File: config.mk
export PLATFORM = sky130hd
export DESIGN_NAME = regfile_dump_reader
export DESIGN_NICKNAME = d
export VERILOG_FILES = /design/src/rtl/regfile_dump_reader.sv
export SDC_FILE = /design/constraint.sdc
export NUM_CORES = 1
export LEC_CHECK = 0
export CORE_UTILIZATION = 45
export CTS_BUF_LIST = sky130_fd_sc_hd__clkbuf_4
export DETAILED_ROUTE_END_ITERATION = 8
export GPL_TIMING_DRIVEN = 0
export PLACE_DENSITY = 0.81
export SLEW_MARGIN = 20
export SYNTH_ARGS = -nofsm -noshare
export SYNTH_HDL_FRONTEND = slang
export SYNTH_SLANG_ARGS = --single-unit
File: constraint.sdc
create_clock -name clk -period 2.7 [get_ports clk]
set_clock_uncertainty 0.2 [all_clocks]
set_input_delay 0.54 -clock clk [delete_from_list [all_inputs] [get_ports clk]]
set_output_delay 0.54 -clock clk [all_outputs]
set_load 0.01 [all_outputs]
File: src/rtl/regfile_dump_reader.sv
// Streams a contiguous, wrapping index range of a register file out through a
// single combinational read port and a 2-entry registered valid/ready buffer.
module regfile_dump_reader #(
  parameter int width = 32,
  parameter int n     = 5,
  parameter int size  = 32
) (
  input  logic             clk,
  input  logic             rst_n,
  input  logic             start,
  input  logic [n-1:0]     base,
  input  logic [n:0]       count,
  output logic             busy,
  output logic             done,
  output logic [n-1:0]     readReq,
  input  logic [width-1:0] readResp,
  output logic             outValid,
  input  logic             outReady,
  output logic [width-1:0] outData,
  output logic [n-1:0]     outIndex
);

  typedef enum logic [1:0] {IDLE, RUN, DRAIN} state_t;

  localparam logic [n-1:0] LAST_IDX = n'(size - 1);

  state_t           state_q, state_d;
  logic [n-1:0]     cur_q, cur_d;
  logic [n:0]       rem_q, rem_d;
  logic             done_q, done_d;

  logic [width-1:0] fifo_data_q [2];
  logic [n-1:0]     fifo_idx_q  [2];
  logic             wr_ptr_q, rd_ptr_q;
  logic [1:0]       occ_q, occ_d;
  logic             push, pop;

  assign outValid = (occ_q != 2'd0);
  assign pop      = outValid && outReady;
  assign outData  = fifo_data_q[rd_ptr_q];
  assign outIndex = fifo_idx_q[rd_ptr_q];
  assign readReq  = cur_q;
  assign busy     = (state_q != IDLE);
  assign done     = done_q;

  always_comb begin
    state_d = state_q;
    cur_d   = cur_q;
    rem_d   = rem_q;
    done_d  = 1'b0;
    push    = 1'b0;
    unique case (state_q)
      IDLE: begin
        if (start) begin
          if (count == '0) begin
            done_d = 1'b1;
          end else begin
            state_d = RUN;
            cur_d   = base;
            rem_d   = count;
          end
        end
      end
      RUN: begin
        // A full buffer still accepts a word when its head leaves this cycle.
        push = (occ_q != 2'd2) || pop;
        if (push) begin
          cur_d = (cur_q == LAST_IDX) ? '0 : cur_q + 1'b1;
          rem_d = rem_q - 1'b1;
          if (rem_q == (n+1)'(1)) begin
            state_d = DRAIN;
          end
        end
      end
      DRAIN: begin
        if (occ_q == 2'd0) begin
          state_d = IDLE;
          done_d  = 1'b1;
        end
      end
      default: state_d = IDLE;
    endcase
  end

  always_comb begin
    occ_d = occ_q;
    if (push && !pop) begin
      occ_d = occ_q + 2'd1;
    end else if (pop && !push) begin
      occ_d = occ_q - 2'd1;
    end
  end

  always_ff @(posedge clk or negedge rst_n) begin
    if (!rst_n) begin
      state_q <= IDLE;
      cur_q   <= '0;
      rem_q   <= '0;
      done_q  <= 1'b0;
    end else begin
      state_q <= state_d;
      cur_q   <= cur_d;
      rem_q   <= rem_d;
      done_q  <= done_d;
    end
  end

  always_ff @(posedge clk or negedge rst_n) begin
    if (!rst_n) begin
      wr_ptr_q <= 1'b0;
      rd_ptr_q <= 1'b0;
      occ_q    <= 2'd0;
      for (int i = 0; i < 2; i++) begin
        fifo_data_q[i] <= '0;
        fifo_idx_q[i]  <= '0;
      end
    end else begin
      if (push) begin
        fifo_data_q[wr_ptr_q] <= readResp;
        fifo_idx_q[wr_ptr_q]  <= cur_q;
        wr_ptr_q              <= ~wr_ptr_q;
      end
      if (pop) begin
        rd_ptr_q <= ~rd_ptr_q;
      end
      occ_q <= occ_d;
    end
  end

endmodule

==> flow_metrics.tcl, run 1 <==
set metrics [dict create \
    cts_tree "done" \
    place_area_um2 5380 \
    design.die.area_um2 9920 \
    routabilityCongestion 0.842 \
    ff2ff_path_depth 6 \
    p_leak_nw 2.47 \
    cp.arrival_ns 1.89 \
    wl_per_cell_um 16.2 \
    synth-main-ff-cell "dfrtp_1" \
    cp_slowest_cell "clkdlybuf4s50_1" \
    synth.net_count 362 \
    worstSkewPairLatency_ns 0.44 \
    min_from "occ_q[1]" \
    viasPerCell 5.27 \
    crit_fanout 5 \
    drive_gt1_share_pct 35.5 \
    p_sw_share_pct 34.7 \
    required_ns 1.96 \
    hold_violations 0 \
    ioPinCount 92 \
    synth_edf_count 0 \
    min_to "occ_q[1]" \
    worstPathCellList "clkbuf_8, buf_4, mux2_2, clkdlybuf4s50_1" \
    grt_pass1_vias 2964 \
    status "completed" \
    regArea_um2 2300 \
    pwr-share-clk_pct 10.6 \
    cts_root_buf "clkbuf_4" \
    multi_input_area_um2 1880 \
    stdcell_area_um2 5630 \
    maxSlewHeadroom_pct 58.8 \
    p_per_area_nw_per_um2 1290 \
    synth-seq-cells 92 \
    vdd_drop_max_mv 0.587 \
    drtIter0Drc 56 \
    synthDistinctLibCells 45 \
    yosys_warnings 0 \
    initial_core_util_pct 46.4 \
    period_share_pct 97.6 \
    fin_crit_ns 2.63 \
    slew_violations 0 \
    cp_slowest_stage_delay_ns 0.50 \
    core-area_um2 9240 \
    syn2layout_area_growth_pct 31.4 \
    grt_usage_pct 18.9 \
    p_seq_share_pct 34.4 \
    critPathKind "reg2out" \
    cap_violations 0 \
    num_rows 35 \
    critPathCaptureType "output pin" \
    reg2reg_to "fifo_data_q[59]" \
    rsz0062_at_grt "false" \
    post-dp-hpwl_um 6360 \
    start_kind "register" \
    internal_power_w 0.00474 \
    setup_viol 0 \
    power_switching_w 0.00251 \
    portBuffers 91 \
    ant_nets 0 \
    nets 470 \
    dp.cells 531 \
    synth_area_per_cell_um2 13.8 \
    overflow 0 \
    wirelength_um 8940 \
    r2r_setup_slack_ns 0.47 \
    tightestPinTransition_ns 0.616 \
    cts_buffers 9 \
    path_clk_slew_ns 0.14 \
    max_freq_ghz 0.380 \
    grt_max_degree 48 \
    hold_class "reg2reg" \
    grt_pass1_wl_um 14400 \
    drc 0 \
    final_cells 552 \
    dieWidth_um 99.6 \
    cts_max_level 3 \
    diodes 0 \
    drtPass1Iterations 4 \
    vias 2908 \
    comb_power_share_pct 55.0 \
    clock_path_buffers 2 \
    yosysSeqAreaShare_pct 53.7 \
    postSynthCellCount 310 \
    syn_area_um2 4290 \
    antenna_found_initial 0 \
    hold_depth 1 \
    die_h_um 99.6 \
    nFillCells 738 \
    clkSinkCount 92 \
    ys_async_sr_fraction_pct 100 \
    timing.rr.start "state_q[1]" \
]
## per-stage QoR
| step | worst slack [ns] | utilization, % | setup TNS, ns | hold slack, ns | total power, W |
|---|---|---|---|---|---|
| 4_1_cts | 0.00203 | 60.5 | 0 | 0.304 | 0.00739 |
| 3_3_place_gp | -2.32 | 58.0 | -218.62 | 0.262 | 0.00646 |
| 6_report | 0.0656 | 61.0 | 0 | 0.299 | 0.00725 |
| 2_1_floorplan | 0.553 | - | 0 | 0.0444 | 0.00502 |
| 5_1_grt | 0.0000655 | 61.0 | 0 | 0.320 | 0.00776 |
| 3_5_place_dp | -0.335 | 58.3 | -5.78 | 0.279 | 0.00663 |
## worst max-delay path by stage
stage	from	end	slack, ns	depth (start not counted)
final	rd_ptr_q	outData[4]	0.07	4
after global routing	rd_ptr_q	outData[4]	0.00007	4
after CTS	rd_ptr_q	outData[23]	0.002	4
after detailed placement	rd_ptr_q	outData[19]	-0.34	4
after global placement	rst_n	fifo_data_q[17]	-2.32	1
after floorplan	rd_ptr_q	outData[10]	0.55	3
## layer usage
| metal | vias to the layer above | part of all wire (%) | wire [um] | track usage [%] |
|---|---|---|---|---|
| li1 | 1344 | - | - | - |
| met1 | 1470 | 42 | 3740 | 23.0 |
| met2 | 79 | 53 | 4700 | 33.4 |
| met3 | 15 | 3.8 | 342 | 3.51 |
| met4 | 0 | 1.8 | 160 | 7.13 |
| met5 | - | 0 | 0 | 0 |
## worst max-delay path, delay by kind of cell (launching register included)
| family | cells | cell delay (ns) |
|---|---|---|
| multiplexers | 1 | 0.32 |
| buffers and inverters | 3 | 0.76 |
| flip-flops | 1 | 0.38 |
## cell type report
type | count | share of cell area, %
sequential | 92 | 40.9
inverter | 3 | 0.200
multi-input combinational | 201 | 33.3
timing repair buffer | 97 | 17.7
buffer | 14 | 2.51
clock buffer | 9 | 1.20
clock inverter | 7 | 1.35
tap | 129 | 2.87
## cell usage after synthesis, types with 2 or more instances
master / instances / share of area (%)
a211o_1: 2 / 0.41
a21oi_1: 10 / 1.2
a31oi_1: 3 / 0.44
and3_1: 3 / 0.44
buf_2: 2 / 0.23
buf_4: 3 / 0.53
buf_6: 4 / 1.1
clkbuf_1: 5 / 0.44
dfrtp_1: 92 / 54
ha_1: 5 / 1.5
inv_1: 3 / 0.26
mux2_1: 7 / 1.8
mux2_2: 105 / 28
mux2i_1: 2 / 0.47
nand2_1: 8 / 0.70
nand2b_1: 2 / 0.29
nand3_1: 3 / 0.35
nand4_1: 3 / 0.44
nor2_1: 8 / 0.70
nor3_1: 2 / 0.23
nor4_1: 2 / 0.29
o21ai_0: 6 / 0.70
o2bb2ai_1: 3 / 0.61
o31ai_1: 2 / 0.35
or2_2: 2 / 0.29
xnor2_1: 2 / 0.41
xor2_1: 3 / 0.61
## state kept, by name, indices dropped and copies added, names as in the netlist
| register | count |
|---|---|
| fifo_data_q | 64 |
| readReq | 5 |
| done | 1 |
| fifo_idx_q | 10 |
| rem_q | 6 |
| state_q | 2 |
| wr_ptr_q | 1 |
| occ_q | 2 |
| rd_ptr_q | 1 |
## placed cells by master, fill, tap and decap left out, drive strengths merged, types with 3 or more instances in the layout
| cell | Yosys | final |
|---|---|---|
| clkinv | 0 | 4 |
| o21ai | 6 | 6 |
| dlymetal6s2s | 0 | 14 |
| dfrtp | 92 | 92 |
| nand3 | 3 | 3 |
| nor3 | 3 | 3 |
| inv | 3 | 4 |
| a31oi | 3 | 3 |
| and3 | 3 | 3 |
| clkbuf | 5 | 13 |
| o2bb2ai | 3 | 3 |
| clkdlybuf4s50 | 0 | 63 |
| nor2 | 10 | 10 |
| dlygate4sd2 | 0 | 13 |
| nand2 | 9 | 9 |
| mux2 | 112 | 112 |
| xor2 | 3 | 3 |
| ha | 5 | 5 |
| nand2b | 3 | 3 |
| buf | 9 | 16 |
| nand4 | 3 | 3 |
| a21oi | 10 | 10 |
## cell families after synthesis
family	Yosys count	synth area share, %
fa+ha+maj	5	1.46
flops	92	53.7
mux	114	29.9
xor+xnor	5	1.02
simple gates	45	6.51
buf+inv	17	2.51
compound gates	32	4.90
## what timing repair did
item	4_1_cts	5_1_grt
hold buffers	1	0
endpoints found under the hold margin	46	0
resized for setup	25	16
setup endpoints to repair	37	19
buffers inserted	3	1
## power by group through the flow
stage	combinational, W	sequential, W	clock (W)
6_report	0.00399	0.00249	0.000772
5_1_grt	0.00431	0.00259	0.000859
4_1_cts	0.00410	0.00250	0.000794
3_5_place_dp	0.00409	0.00253	0
3_3_place_gp	0.00400	0.00247	0
2_1_floorplan	0.00261	0.00242	0
Power figures use the tool's default switching activity.
==> run 2, diff against run 1 <==
--- a/config.mk
+++ b/config.mk
@@ -10,6 +10,7 @@
 export DETAILED_ROUTE_END_ITERATION = 8
 export GPL_TIMING_DRIVEN = 0
 export PLACE_DENSITY = 0.81
+export SKIP_LAST_GASP = 1
 export SLEW_MARGIN = 20
 export SYNTH_ARGS = -nofsm -noshare
 export SYNTH_HDL_FRONTEND = slang
==> run 2 against run 1 <==
Against the previous run: fmax barely moved; via count fell by 0.14%; count of clock-buffer cells in the layout did not move; worst hold slack barely moved; clock power barely moved; routed wire length rose by 0.17%; die area did not move; combinational power barely moved; critical path depth did not move; critical path type unchanged; critical endpoint unchanged; largest cell class unchanged; largest power group unchanged.
==> flow_metrics.tcl, run 2 (synthesis gave the netlist of run 1 again) <==
set metrics [dict create \
    start_kind "register" \
    ant_nets 0 \
    hold_class "reg2reg" \
    worstSkewPairLatency_ns 0.44 \
    vdd_drop_max_mv 0.587 \
    cap_violations 0 \
    p_sw_share_pct 34.7 \
    drtIter0Drc 59 \
    pre_cts_ws_ns -0.335 \
    routabilityCongestion 0.842 \
    wl_per_cell_um 16.2 \
    tightestPinTransition_ns 0.618 \
    regMostFlops "fifo_data_q" \
    diodes 0 \
    path_clk_slew_ns 0.14 \
    place_area_um2 5380 \
    internal_power_w 0.00475 \
    dieWidth_um 99.6 \
    overflow 0 \
    drc 0 \
    comb_power_share_pct 55.0 \
    nets 470 \
    cp.arrival_ns 1.89 \
    drtPass1Iterations 4 \
    drive_gt1_share_pct 35.5 \
    rsz0062_at_grt "false" \
    p_leak_nw 2.47 \
    p_per_area_nw_per_um2 1290 \
    syn2layout_area_growth_pct 31.5 \
    ioPinCount 92 \
    cts_tree "done" \
    power.total_w 0.00726 \
    maxSlewHeadroom_pct 58.6 \
    post-dp-hpwl_um 6360 \
    fin_ws_ns 0.0655 \
    largest_reg_flops 64 \
    antenna_found_initial 0 \
    final_util_pct 61.0 \
    worstPathCellList "clkbuf_8, buf_4, mux2_2, clkdlybuf4s50_1" \
    hold_violations 0 \
    grt_usage_pct 18.9 \
    nFillCells 736 \
    layout_common_cells "mux2_2, dfrtp_1, clkdlybuf4s50_1" \
    grt_pass1_wl_um 14400 \
    cts_max_level 3 \
    slew_violations 0 \
    final_common_cell "mux2_2" \
    critPathKind "reg2out" \
    pwr-share-clk_pct 10.6 \
    period_share_pct 97.6 \
    core-area_um2 9240 \
    setup_viol 0 \
    final_cells 552 \
    grt_pass1_vias 2964 \
    reg_top3 "fifo_data_q (64), fifo_idx_q (10), rem_q (6)" \
    cts_buffers 9 \
    fin_crit_ns 2.63 \
    num_rows 35 \
    cp_slowest_stage_delay_ns 0.50 \
    wirelength_um 8960 \
    required_ns 1.96 \
    viasPerCell 5.26 \
    clkSinkCount 92 \
    status "completed" \
    crit_fanout 5 \
    max_freq_ghz 0.380 \
    design.die.area_um2 9920 \
    critPathCaptureType "output pin" \
    portBuffers 91 \
    clock_path_buffers 2 \
    dp.cells 531 \
    die_h_um 99.6 \
    vias 2904 \
    stdcell_area_um2 5640 \
    initial_core_util_pct 46.4 \
    grt_max_degree 48 \
    power_switching_w 0.00252 \
    p_seq_share_pct 34.3 \
    cp_slowest_cell "clkdlybuf4s50_1" \
    cts_root_buf "clkbuf_4" \
]
## run 2: cell types whose count changed in the layout (fill, tap and decap cells not counted)
cell | previous run | this run
dlygate4sd2_1 | 13 | 12
dlymetal6s2s_1 | 14 | 15
## run 2: worst paths after layout
path,start,to,slack (ns),cells past startpoint
worst max-delay path,rd_ptr_q,outData[4],0.07,4
worst min-delay path,occ_q[1],occ_q[1],0.30,1
worst max register to register,state_q[1],fifo_data_q[59],0.47,6
worst min register to register,occ_q[1],occ_q[1],0.30,1
max in group asynchronous,rst_n,fifo_data_q[1],1.23,3
min in group asynchronous,rst_n,rem_q[1],0.42,2
## run 2: routing by layer
metal	GRT usage, %	part of all wire (%)	up-vias
met5	0	0	-
met2	33.3	53	75
li1	-	-	1344
met1	23.0	42	1470
met4	7.13	1.8	0
met3	3.51	3.7	15
## run 2: power groups by stage
stage	Combinational (W)	Clock, W	Sequential [W]
CTS	0.00411	0.000794	0.00250
global placement	0.00400	0	0.00247
floorplan	0.00261	0	0.00242
detailed placement	0.00409	0	0.00253
finish	0.00400	0.000772	0.00249
global route	0.00432	0.000859	0.00259
## run 2: layout make-up
cell class | count | area [um^2] | share of cell area, %
Clock buffer | 9 | 67.6 | 1.20
Buffer | 14 | 141 | 2.51
Multi-Input combinational cell | 201 | 1880 | 33.3
Sequential cell | 92 | 2300 | 40.9
Tap cell | 129 | 161 | 2.86
Inverter | 3 | 11.3 | 0.200
Timing Repair Buffer | 97 | 998 | 17.7
Clock inverter | 7 | 76.3 | 1.35
## run 2: timing repair
| action | in CTS | in global routing |
|---|---|---|
| setup endpoints to repair | 37 | 20 |
| endpoints found under the hold margin | 46 | 0 |
| buffers inserted | 3 | 1 |
| hold buffers | 1 | 0 |
| resized for setup | 24 | 17 |
## run 2: worst max-delay path, delay by kind of cell, from the launching register on
kind     cells  cell delay, ns
flops        1            0.38
buf+inv      3            0.76
mux          1            0.32
## run 2: metrics by stage
stage	TNS, ns	hold WS, ns
after global placement	-218.62	0.262
after global routing	0	0.320
final	0	0.299
after floorplan	0	0.0444
after detailed placement	-5.78	0.279
after CTS	-0.00873	0.304
